### config.mk
export PLATFORM = sky130hd
export DESIGN_NAME = traffic_gen
export DESIGN_NICKNAME = d
export VERILOG_FILES = /design/src/rtl/coherence_pkg.sv /design/src/rtl/traffic_gen_sat_counter.sv /design/src/rtl/traffic_gen.sv
export SDC_FILE = /design/constraint.sdc
export NUM_CORES = 1
export LEC_CHECK = 0
export ABC_AREA = 0
export ABC_CLOCK_PERIOD_IN_PS = 10430
export BUFFER_PORTS_ARGS = -buffer_cell sky130_fd_sc_hd__buf_4
export CAP_MARGIN = 30
export CORE_ASPECT_RATIO = 1.2
export CORE_MARGIN = 4
export CORE_UTILIZATION = 38
export CTS_CLUSTER_SIZE = 12
export DETAILED_ROUTE_END_ITERATION = 10
export SYNTH_ARGS = -nofsm -noshare
export SYNTH_HDL_FRONTEND = slang
export SYNTH_SLANG_ARGS = --single-unit
### constraint.sdc
create_clock -name clk -period 10.43 [get_ports clk]
set_input_delay 1.5645 -clock clk [delete_from_list [all_inputs] [get_ports clk]]
set_output_delay 1.5645 -clock clk [all_outputs]
set_load 0.01 [all_outputs]
### src/rtl/coherence_pkg.sv
// Shared types and constants for the L1 traffic generator: FSM states,
// data-pattern tag and the CPU-side request payload.
package coherence_pkg;

  localparam int unsigned ADDR_W = 32;
  localparam int unsigned DATA_W = 32;
  localparam int unsigned CNT_W  = 16;

  localparam logic [7:0] PATTERN_TAG = 8'hC0;

  typedef enum logic [1:0] {
    IDLE = 2'd0,
    REQ  = 2'd1,
    GAP  = 2'd2,
    DONE = 2'd3
  } state_e;

  typedef struct packed {
    logic              mem_write;
    logic [ADDR_W-1:0] adr;
    logic [DATA_W-1:0] wdata;
  } l1_req_t;

  // Data word written at op idx by core pid; reads expect the same word back.
  function automatic logic [DATA_W-1:0] op_pattern(input logic [1:0]       pid,
                                                   input logic [CNT_W-1:0] idx);
    return {6'b0, pid, PATTERN_TAG, idx};
  endfunction

endpackage

### src/rtl/traffic_gen_sat_counter.sv
// sat_counter: W-bit event counter with synchronous clear that sticks at all-ones.
module sat_counter #(
  parameter int unsigned W = 16
) (
  input  logic         clk,
  input  logic         reset,
  input  logic         clr,
  input  logic         inc,
  output logic [W-1:0] count
);

  logic [W-1:0] count_q, count_d;

  always_comb begin
    count_d = count_q;
    if (clr) begin
      count_d = '0;
    end else if (inc && (count_q != '1)) begin
      count_d = count_q + W'(1);
    end
  end

  always_ff @(posedge clk or posedge reset) begin
    if (reset) begin
      count_q <= '0;
    end else begin
      count_q <= count_d;
    end
  end

  assign count = count_q;

endmodule

### src/rtl/traffic_gen.sv
// traffic_gen: per-core write-then-read-back traffic source for an L1 CPU port.
// Optional watchdog on stalled requests: define TRAFFIC_GEN_WATCHDOG_EN.
module traffic_gen
  import coherence_pkg::*;
#(
  parameter int unsigned NUM_OPS   = 8,
  parameter logic [31:0] BASE_ADDR = 32'h0000_1000,
  parameter int unsigned STRIDE    = 16,
  parameter int unsigned TIMEOUT   = 1024
) (
  input  logic        clk,
  input  logic        reset,
  input  logic [1:0]  PID,
  input  logic        start,
  output logic        Valid,
  output logic        MemWrite,
  output logic [31:0] DataAdr,
  output logic [31:0] WriteData,
  input  logic [31:0] ReadData,
  input  logic        Ready,
  input  logic        CacheHit,
  output logic        done,
  output logic        error,
  output logic [15:0] hit_count,
  output logic [15:0] miss_count,
  output logic [15:0] mismatch_count
);

  localparam logic [CNT_W-1:0] LAST_IDX = CNT_W'(NUM_OPS - 1);

  state_e           state_q, state_d;
  logic             phase_q, phase_d;
  logic [CNT_W-1:0] idx_q, idx_d;
  logic             valid_q, valid_d;
  logic             done_q, done_d;
  logic             error_q, error_d;
  l1_req_t          req_q, req_d;

  logic start_c, complete_c, last_c, mismatch_c, timeout_c;

  function automatic logic [ADDR_W-1:0] op_addr(input logic [1:0]       pid,
                                                input logic [CNT_W-1:0] idx);
    return BASE_ADDR + (ADDR_W'(pid) * ADDR_W'(NUM_OPS) + ADDR_W'(idx)) * ADDR_W'(STRIDE);
  endfunction

  assign start_c    = start && ((state_q == IDLE) || (state_q == DONE));
  assign complete_c = (state_q == REQ) && Ready;
  assign last_c     = (idx_q == LAST_IDX);
  assign mismatch_c = complete_c && phase_q && (ReadData != op_pattern(PID, idx_q));

`ifdef TRAFFIC_GEN_WATCHDOG_EN
  // Counts consecutive REQ cycles without Ready; zero whenever outside REQ.
  logic [CNT_W-1:0] wd_q, wd_d;

  always_comb begin
    wd_d = wd_q;
    if (state_q != REQ) begin
      wd_d = '0;
    end else if (!Ready) begin
      wd_d = wd_q + CNT_W'(1);
    end
  end

  always_ff @(posedge clk or posedge reset) begin
    if (reset) begin
      wd_q <= '0;
    end else begin
      wd_q <= wd_d;
    end
  end

  assign timeout_c = (state_q == REQ) && !Ready && (wd_q == CNT_W'(TIMEOUT - 1));
`else
  assign timeout_c = 1'b0;
`endif

  always_ff @(posedge clk or posedge reset) begin
    if (reset) begin
      state_q <= IDLE;
    end else begin
      state_q <= state_d;
    end
  end

  always_comb begin
    state_d = state_q;
    case (state_q)
      IDLE:    if (start) state_d = REQ;
      REQ: begin
        if (Ready) begin
          state_d = GAP;
        end else if (timeout_c) begin
          state_d = DONE;
        end
      end
      GAP:     state_d = (last_c && phase_q) ? DONE : REQ;
      DONE:    if (start) state_d = REQ;
      default: state_d = IDLE;
    endcase
  end

  // Datapath and registered outputs follow the next state so they line up with it.
  always_comb begin
    phase_d = phase_q;
    idx_d   = idx_q;
    error_d = error_q;
    req_d   = req_q;
    if (start_c) begin
      phase_d = 1'b0;
      idx_d   = '0;
      error_d = 1'b0;
    end
    if ((state_q == GAP) && !(last_c && phase_q)) begin
      if (last_c) begin
        phase_d = 1'b1;
        idx_d   = '0;
      end else begin
        idx_d = idx_q + CNT_W'(1);
      end
    end
    if (mismatch_c || timeout_c) begin
      error_d = 1'b1;
    end
    valid_d = (state_d == REQ);
    done_d  = (state_d == DONE);
    if (state_d == REQ) begin
      req_d.mem_write = !phase_d;
      req_d.adr       = op_addr(PID, idx_d);
      req_d.wdata     = op_pattern(PID, idx_d);
    end else begin
      req_d.mem_write = 1'b0;
    end
  end

  always_ff @(posedge clk or posedge reset) begin
    if (reset) begin
      phase_q <= 1'b0;
      idx_q   <= '0;
      valid_q <= 1'b0;
      done_q  <= 1'b0;
      error_q <= 1'b0;
      req_q   <= '0;
    end else begin
      phase_q <= phase_d;
      idx_q   <= idx_d;
      valid_q <= valid_d;
      done_q  <= done_d;
      error_q <= error_d;
      req_q   <= req_d;
    end
  end

  sat_counter #(.W(CNT_W)) u_hit_cnt (
    .clk   (clk),
    .reset (reset),
    .clr   (start_c),
    .inc   (complete_c && CacheHit),
    .count (hit_count)
  );

  sat_counter #(.W(CNT_W)) u_miss_cnt (
    .clk   (clk),
    .reset (reset),
    .clr   (start_c),
    .inc   (complete_c && !CacheHit),
    .count (miss_count)
  );

  sat_counter #(.W(CNT_W)) u_mismatch_cnt (
    .clk   (clk),
    .reset (reset),
    .clr   (start_c),
    .inc   (mismatch_c),
    .count (mismatch_count)
  );

  assign Valid     = valid_q;
  assign MemWrite  = req_q.mem_write;
  assign DataAdr   = req_q.adr;
  assign WriteData = req_q.wdata;
  assign done      = done_q;
  assign error     = error_q;

endmodule

== Word-level counts from Yosys, hierarchy flattened ==
Index checks and enable logic that the tools add are counted.

* Flip-flop bits (word level): 123
* Bits in latches: 0
* Memory bits (writable): 0
* ROM bits: 0
* Bits of input ports: 39
* Logic and storage cells: 68
* Memories kept: 0

* $add $sub $neg: 6
* Multiply operators: 0
* Div/mod/pow operators: 0
* Magnitude comparators: 0
* Equality and inequality tests: 10
* Shifts and indexed selects: 0
* Multiplexer cells: 19
* Bitwise operators: 0
* Reductions and logical operators: 21

{| class="wikitable"
|+ Operators by type and width
! operator !! count
|-
| $mux W16 || 9
|-
| $add A16 B1 Y16 const B || 4
|-
| $ne A16 B16 Y1 const B || 3
|-
| $ne A32 B26 Y1 || 1
|-
| $add A13 B21 Y22 const A || 1
|-
| $add A5 B16 Y17 || 1
|-
| $eq A16 B3 Y1 const B || 1
|-
| $logic_and A1 B1 Y1 || 11
|-
| $reduce_bool A2 Y1 || 4
|-
| $eq A2 B2 Y1 const B || 3
|-
| $mux W1 || 6
|-
| $mux W2 || 3
|-
| $pmux W2 S3 || 1
|-
| $eq A2 B1 Y1 const B || 2
|-
| $logic_not A1 Y1 || 3
|-
| $logic_not A2 Y1 || 1
|-
| $reduce_or A2 Y1 || 1
|-
| $logic_or A1 B1 Y1 || 1
|}

== Depth between registers and ports, before layout ==
* Depth after elaboration: 8
* Mapped depth: 19
* Gate-level depth less buffers: 18

== Hierarchy ==
Synthesis repeated with hierarchy kept, for this count alone.

* Cells, all modules: 696
* Area total of the unflattened synthesis: 6353.6 um^2

{| class="wikitable"
|+ Modules (own cells, without submodules)
! module !! times used !! cells each !! area an instance (um^2) !! seq. area each (um^2)
|-
| traffic_gen || 1 || 393 || 3557.2 || 1426.4
|-
| sat_counter || 3 || 101 || 932.1 || 400.4
|}

== Worst setup path before layout ==
OpenSTA, ideal clock, no wires.

* Path kind: input port to flip-flop
* From: in start
* To: reg req_q, in the netlist DataAdr[20]
* Arrival: 4630 ps
* Data required time: 10357 ps
* Path slack: 5727 ps
* Stages on the path: 16
* Path through: nand2_1 nand2_1 o21ai_2 o21ai_0 o31ai_1 ha_1 inv_1 fa_1 a21oi_1 nand4_1 xor2_1 ha_1 nor3b_1 o211ai_1 or3b_1 a2bb2oi_2

* Word-level cells in the longest chain between the ends: 5
* Elaborated cells on any way between the ends: 8
* Those cells by class: add/sub: 2; eq/ne: 1; mux: 4; reduce/logical: 1

{| class="wikitable"
|+ RTL lines
! what !! RTL line !! source
|-
| from (decl) || traffic_gen.sv:14 || <nowiki>input logic start,</nowiki>
|-
| $logic_and A1 B1 Y1 || traffic_gen.sv:46 || <nowiki>assign start_c = start && ((state_q == IDLE) || (state_q == DONE));</nowiki>
|-
| $mux W16 || traffic_gen.sv:108 || <nowiki>if (start_c) begin</nowiki>
|-
| $mux W16 || traffic_gen.sv:113 || <nowiki>if ((state_q == GAP) && !(last_c && phase_q)) begin</nowiki>
|-
| via idx_d[3] || traffic_gen.sv:33 || <nowiki>logic [CNT_W-1:0] idx_q, idx_d;</nowiki>
|-
| $add A5 B16 Y17 || traffic_gen.sv:43 || <nowiki>return BASE_ADDR + (ADDR_W'(pid) * ADDR_W'(NUM_OPS) + ADDR_W'(idx)) * ADDR_W'(STRIDE);</nowiki>
|-
| $add A13 B21 Y22 || traffic_gen.sv:43 ||
|-
| to (signal assigned) || traffic_gen.sv:149 || <nowiki>req_q <= req_d;</nowiki>
|-
| to (decl) || traffic_gen.sv:37 || <nowiki>l1_req_t req_q, req_d;</nowiki>
|}

The timed path passes the listed nets, and every way through them passes these cells.
A chain may end at the register's enable or synchronous reset.

== Worst setup path after layout ==
Ends and elaborated chain as after synthesis.

==> Implementation_results.wiki <==
{| class="wikitable"
! Metric !! Value
|-
| Final Util || 0.476
|-
| Final count of pins violating max slew || 0
|-
| DR iter-0 viols || 276
|-
| Number of synthesized register bits || 105
|-
| MaxCap Viol Count || 0
|-
| Total area of sequential cells || 2630 um2
|-
| WS Path Type || in -> reg
|-
| Remaining antenna violation count after routing || 0
|-
| Setup Buffers After CTS || 0
|-
| Data required, critical path || 10710 ps
|-
| IO buf count || 128
|-
| Number of antenna cells inserted || 0
|-
| Setup slack of the worst register-to-register path || 5530 ps
|-
| First-pass GRT wire length || 24.4 mm
|-
| Row count || 49
|-
| Slew at the pin closest to its max-slew limit || 804 ps
|-
| Xor-xnor portion of the synthesized cell area || 0.102
|-
| Buffer depth of the longest clock path || 2
|-
| Signed area change from the synthesized netlist to the final layout || 21.8%
|-
| Area occupied by multi-input gates || 2900 um2
|-
| Die X-Extent || 122 um
|-
| Clock-pin slew on the worst setup and hold paths || 80 ps
|-
| Reg-to-reg startpoint || state_q[0]
|-
| CTS Hold Bufs || 0
|-
| Timing endpoint of the critical path || DataAdr[20]
|-
| Yosys cell types || 73
|-
| RSZ-0062 raised after global routing || false
|-
| Post-placement cell count || 924
|-
| Type of origin of the critical path || input pin
|-
| Shortest period the worst path allows || 5130 ps
|-
| Top layer reached by signal wires || met4
|-
| Outcome || complete, no violations
|-
| Clock tree from TritonCTS || done
|-
| Total Die Area || 17600 um2
|-
| Estimated wirelength of the detail-placed design || 11.8 mm
|-
| CP max FO || 8
|-
| Vertical die dimension || 144 um
|-
| Number of standard cells after synthesis || 614
|-
| Post-synthesis cell area || 5890 um2
|-
| Pin count of the biggest net entering global routing || 54
|-
| Static leakage power || 3.38 nW
|-
| Total design power || 1.23 mW
|-
| Post-synth EDFFs || 0
|-
| Peak VDD IR || 0.0000876 V
|-
| Routed wire length || 15.4 mm
|-
| Setup crit start || start
|-
| Post-synthesis mux area share || 0.0302
|-
| Total of endpoints with negative setup slack in the final report || 0
|-
| Crit Reg-Reg Endpoint || DataAdr[20]
|-
| Critical path data arrival time || 5410 ps
|-
| Worst slew margin relative to its limit || 0.460
|-
| Number of gates resized after cts || 0
|-
| Count of H-tree levels built during CTS || 3
|-
| HP Class || reg -> reg
|-
| Non-filler cells in the finished layout || 940
|-
| Sinks on the clock net || 105
|-
| Remaining global-route overflow || 0
|-
| Element type at the critical path end || flip-flop
|-
| Seq/Total Area, Yosys || 0.446
|-
| Yosys Warn Count || 0
|-
| Top Ports || 155
|-
| Length of routed met3 wiring || 717 um
|-
| Dominant combinational cell family by area after synthesis || simple AND/OR/NAND/NOR gates
|-
| Detailed-route vias per instance || 5.11
|-
| Hold Slack || 480 ps
|-
| Final Hold Violating Endpoints || 0
|-
| Cell depth of the worst flop-to-flop path || 16
|-
| TritonRoute pass-1 iters || 5
|-
| Layout fillers || 1508
|-
| Clock latency reported for the late side of the worst-skew pair || 360 ps
|-
| Sum of met2 wire segment lengths after detailed routing || 7.90 mm
|-
| Synth Area in Simple Gates || 0.218
|-
| Placeable core area || 15100 um2
|-
| Post-route fraction of the period consumed by the critical path || 0.492
|-
| Overall fraction of global-route tracks in use || 0.176
|-
| Number of antenna violations at the first check in global routing || 0
|-
| Routed wire per std cell || 16.4 um
|-
| Mean cell area of the mapped netlist || 9.59 um2
|-
| Highest clock frequency the design can meet || 0.195 GHz
|-
| PD cells || 172 nW/um2
|-
| Share of post-route cells with drive strength above 1 || 0.247
|-
| Synth async-reset ratio || 1.00
|-
| Compound-Gate Fraction of Synth Area || 0.103
|-
| M1 wire length || 6.56 mm
|-
| Clock tree root driver cell || sky130_fd_sc_hd__clkbuf_16
|-
| Number of global-route vias before repair || 4717
|-
| Number of buffers inserted during clock tree synthesis || 9
|-
| Clock Skews || 11.1 ps
|-
| Setup TNS after final layout || 0 ps
|-
| Initial Util || 0.390
|-
| Most used flip-flop cell after synthesis || sky130_fd_sc_hd__dfrtp_1
|-
| GP Congestion || 0.829
|-
| Area share of fa/ha/maj cells after synthesis || 0.0225
|-
| Source of the worst hold timing path || DataAdr[7]
|-
| Detailed-route via count || 4799
|-
| Layout Nets || 780
|-
| DRC violation count after routing || 0
|}
cell type report:
class                   instances  share of cell area
multi-input cells             454               0.404
flip-flops and latches        105               0.366
repair buffers                132               0.138
well taps                     204              0.0356
clock buffers                  10              0.0333
inverters                      29              0.0155
clock inverters                 6             0.00680
synthesized netlist by cell type (4+ instances only):
cell type,n,area (um2)
sky130_fd_sc_hd__dfrtp_1,105,2630
sky130_fd_sc_hd__nor2_1,61,229
sky130_fd_sc_hd__nand2_1,58,218
sky130_fd_sc_hd__xnor2_1,40,350
sky130_fd_sc_hd__buf_4,38,285
sky130_fd_sc_hd__o21ai_0,35,175
sky130_fd_sc_hd__nand3_1,32,160
sky130_fd_sc_hd__inv_1,27,101
sky130_fd_sc_hd__xor2_1,27,236
sky130_fd_sc_hd__a21oi_1,19,95.1
sky130_fd_sc_hd__nand4_1,19,119
sky130_fd_sc_hd__or3_1,13,81.3
sky130_fd_sc_hd__mux2_2,11,124
sky130_fd_sc_hd__ha_1,9,113
sky130_fd_sc_hd__nor3_1,9,45.0
sky130_fd_sc_hd__nor4_1,9,56.3
sky130_fd_sc_hd__clkbuf_1,8,30.0
sky130_fd_sc_hd__and3_1,6,37.5
sky130_fd_sc_hd__a31oi_1,5,31.3
sky130_fd_sc_hd__and2_1,4,25.0
sky130_fd_sc_hd__and4_1,4,35.0
sky130_fd_sc_hd__buf_2,4,20.0
sky130_fd_sc_hd__mux2i_1,4,40.0
routing by layer:
| layer | global-route usage | up-vias |
|---|---|---|
| met2 | 0.300 | 130 |
| met1 | 0.228 | 2332 |
| li1 | - | 2319 |
| met4 | 0.0584 | 0 |
| met3 | 0.0313 | 18 |
| met5 | 0 | - |
placed cells by master (no fill, tap or decap), types with 3 or more instances in the layout:
cell,netlist,routed
sky130_fd_sc_hd__nor2b_1,3,3
sky130_fd_sc_hd__o211ai_1,3,3
sky130_fd_sc_hd__and4_1,4,4
sky130_fd_sc_hd__a21oi_1,19,19
sky130_fd_sc_hd__inv_1,27,26
sky130_fd_sc_hd__a31oi_1,5,5
sky130_fd_sc_hd__nand4_1,19,19
sky130_fd_sc_hd__mux2_2,11,11
sky130_fd_sc_hd__nand2_1,58,58
sky130_fd_sc_hd__nor3_1,9,9
sky130_fd_sc_hd__ha_1,9,9
sky130_fd_sc_hd__or3_1,13,13
sky130_fd_sc_hd__o31ai_1,3,3
sky130_fd_sc_hd__dfrtp_1,105,105
sky130_fd_sc_hd__o21ai_0,35,35
sky130_fd_sc_hd__mux2i_1,4,4
sky130_fd_sc_hd__nor4_1,9,9
sky130_fd_sc_hd__and3_1,6,6
sky130_fd_sc_hd__nand3_1,32,32
sky130_fd_sc_hd__and2_1,4,4
sky130_fd_sc_hd__xnor2_1,40,40
sky130_fd_sc_hd__nor2_1,61,61
sky130_fd_sc_hd__clkbuf_16,0,9
sky130_fd_sc_hd__xor2_1,27,27
sky130_fd_sc_hd__conb_1,1,26
sky130_fd_sc_hd__buf_4,38,132
through the flow:
| step | area, um2 | setup slack [ps] |
|---|---|---|
| 4_1_cts | 7170 | 5340 |
| 3_5_place_dp | 6890 | 4980 |
| 3_3_place_gp | 6890 | 5150 |
| 6_report | 7170 | 5300 |
| 5_1_grt | 7170 | 4880 |
| 2_1_floorplan | 5980 | 5730 |
flip-flops by register name, indices dropped and copies added (netlist names):
| register | cells |
|---|---|
| DataAdr | 15 |
| state_q | 2 |
| idx_q | 16 |
| phase_q | 1 |
| u_miss_cnt.count | 16 |
| u_mismatch_cnt.count | 16 |
| u_hit_cnt.count | 16 |
| WriteData | 19 |
| done | 1 |
| error | 1 |
| Valid | 1 |
| MemWrite | 1 |
cell families after synthesis:
| logic type | after synthesis |
|---|---|
| and+or+nand+nor | 240 |
| DFF | 105 |
| AOI/OAI and AO/OA | 94 |
| buffers and inverters | 80 |
| xor gates and xnor gates | 68 |
| muxes | 16 |
| adders and majority gates | 10 |
| other | 1 |
where the power goes:
group,internal (mW),total [mW],switching [mW]
clock,0.171,0.329,0.158
sequential,0.452,0.496,0.0445
combinational,0.150,0.406,0.256
total,0.773,1.23,0.458
worst min path at each step:
stage	cells past startpoint	slack, ps	endpoint
4_1_cts	1	490	error
5_1_grt	2	500	WriteData[24]
3_3_place_gp	2	460	DataAdr[7]
6_report	2	480	DataAdr[7]
2_1_floorplan	1	490	phase_q
3_5_place_dp	2	470	WriteData[24]
critical path, stage by stage:
cell,delay (ps)
sky130_fd_sc_hd__buf_4,130
sky130_fd_sc_hd__nand2_1,170
sky130_fd_sc_hd__nand2_1,150
sky130_fd_sc_hd__o21ai_2,350
sky130_fd_sc_hd__o21ai_0,150
sky130_fd_sc_hd__o31ai_1,130
sky130_fd_sc_hd__ha_1,250
sky130_fd_sc_hd__inv_1,60
sky130_fd_sc_hd__fa_1,390
sky130_fd_sc_hd__a21oi_1,440
sky130_fd_sc_hd__nand4_1,170
sky130_fd_sc_hd__xor2_1,240
sky130_fd_sc_hd__ha_1,220
sky130_fd_sc_hd__nor3b_1,270
sky130_fd_sc_hd__o211ai_1,180
sky130_fd_sc_hd__or3b_1,410
sky130_fd_sc_hd__a2bb2oi_2,140
Power figures use the tool's default switching activity.
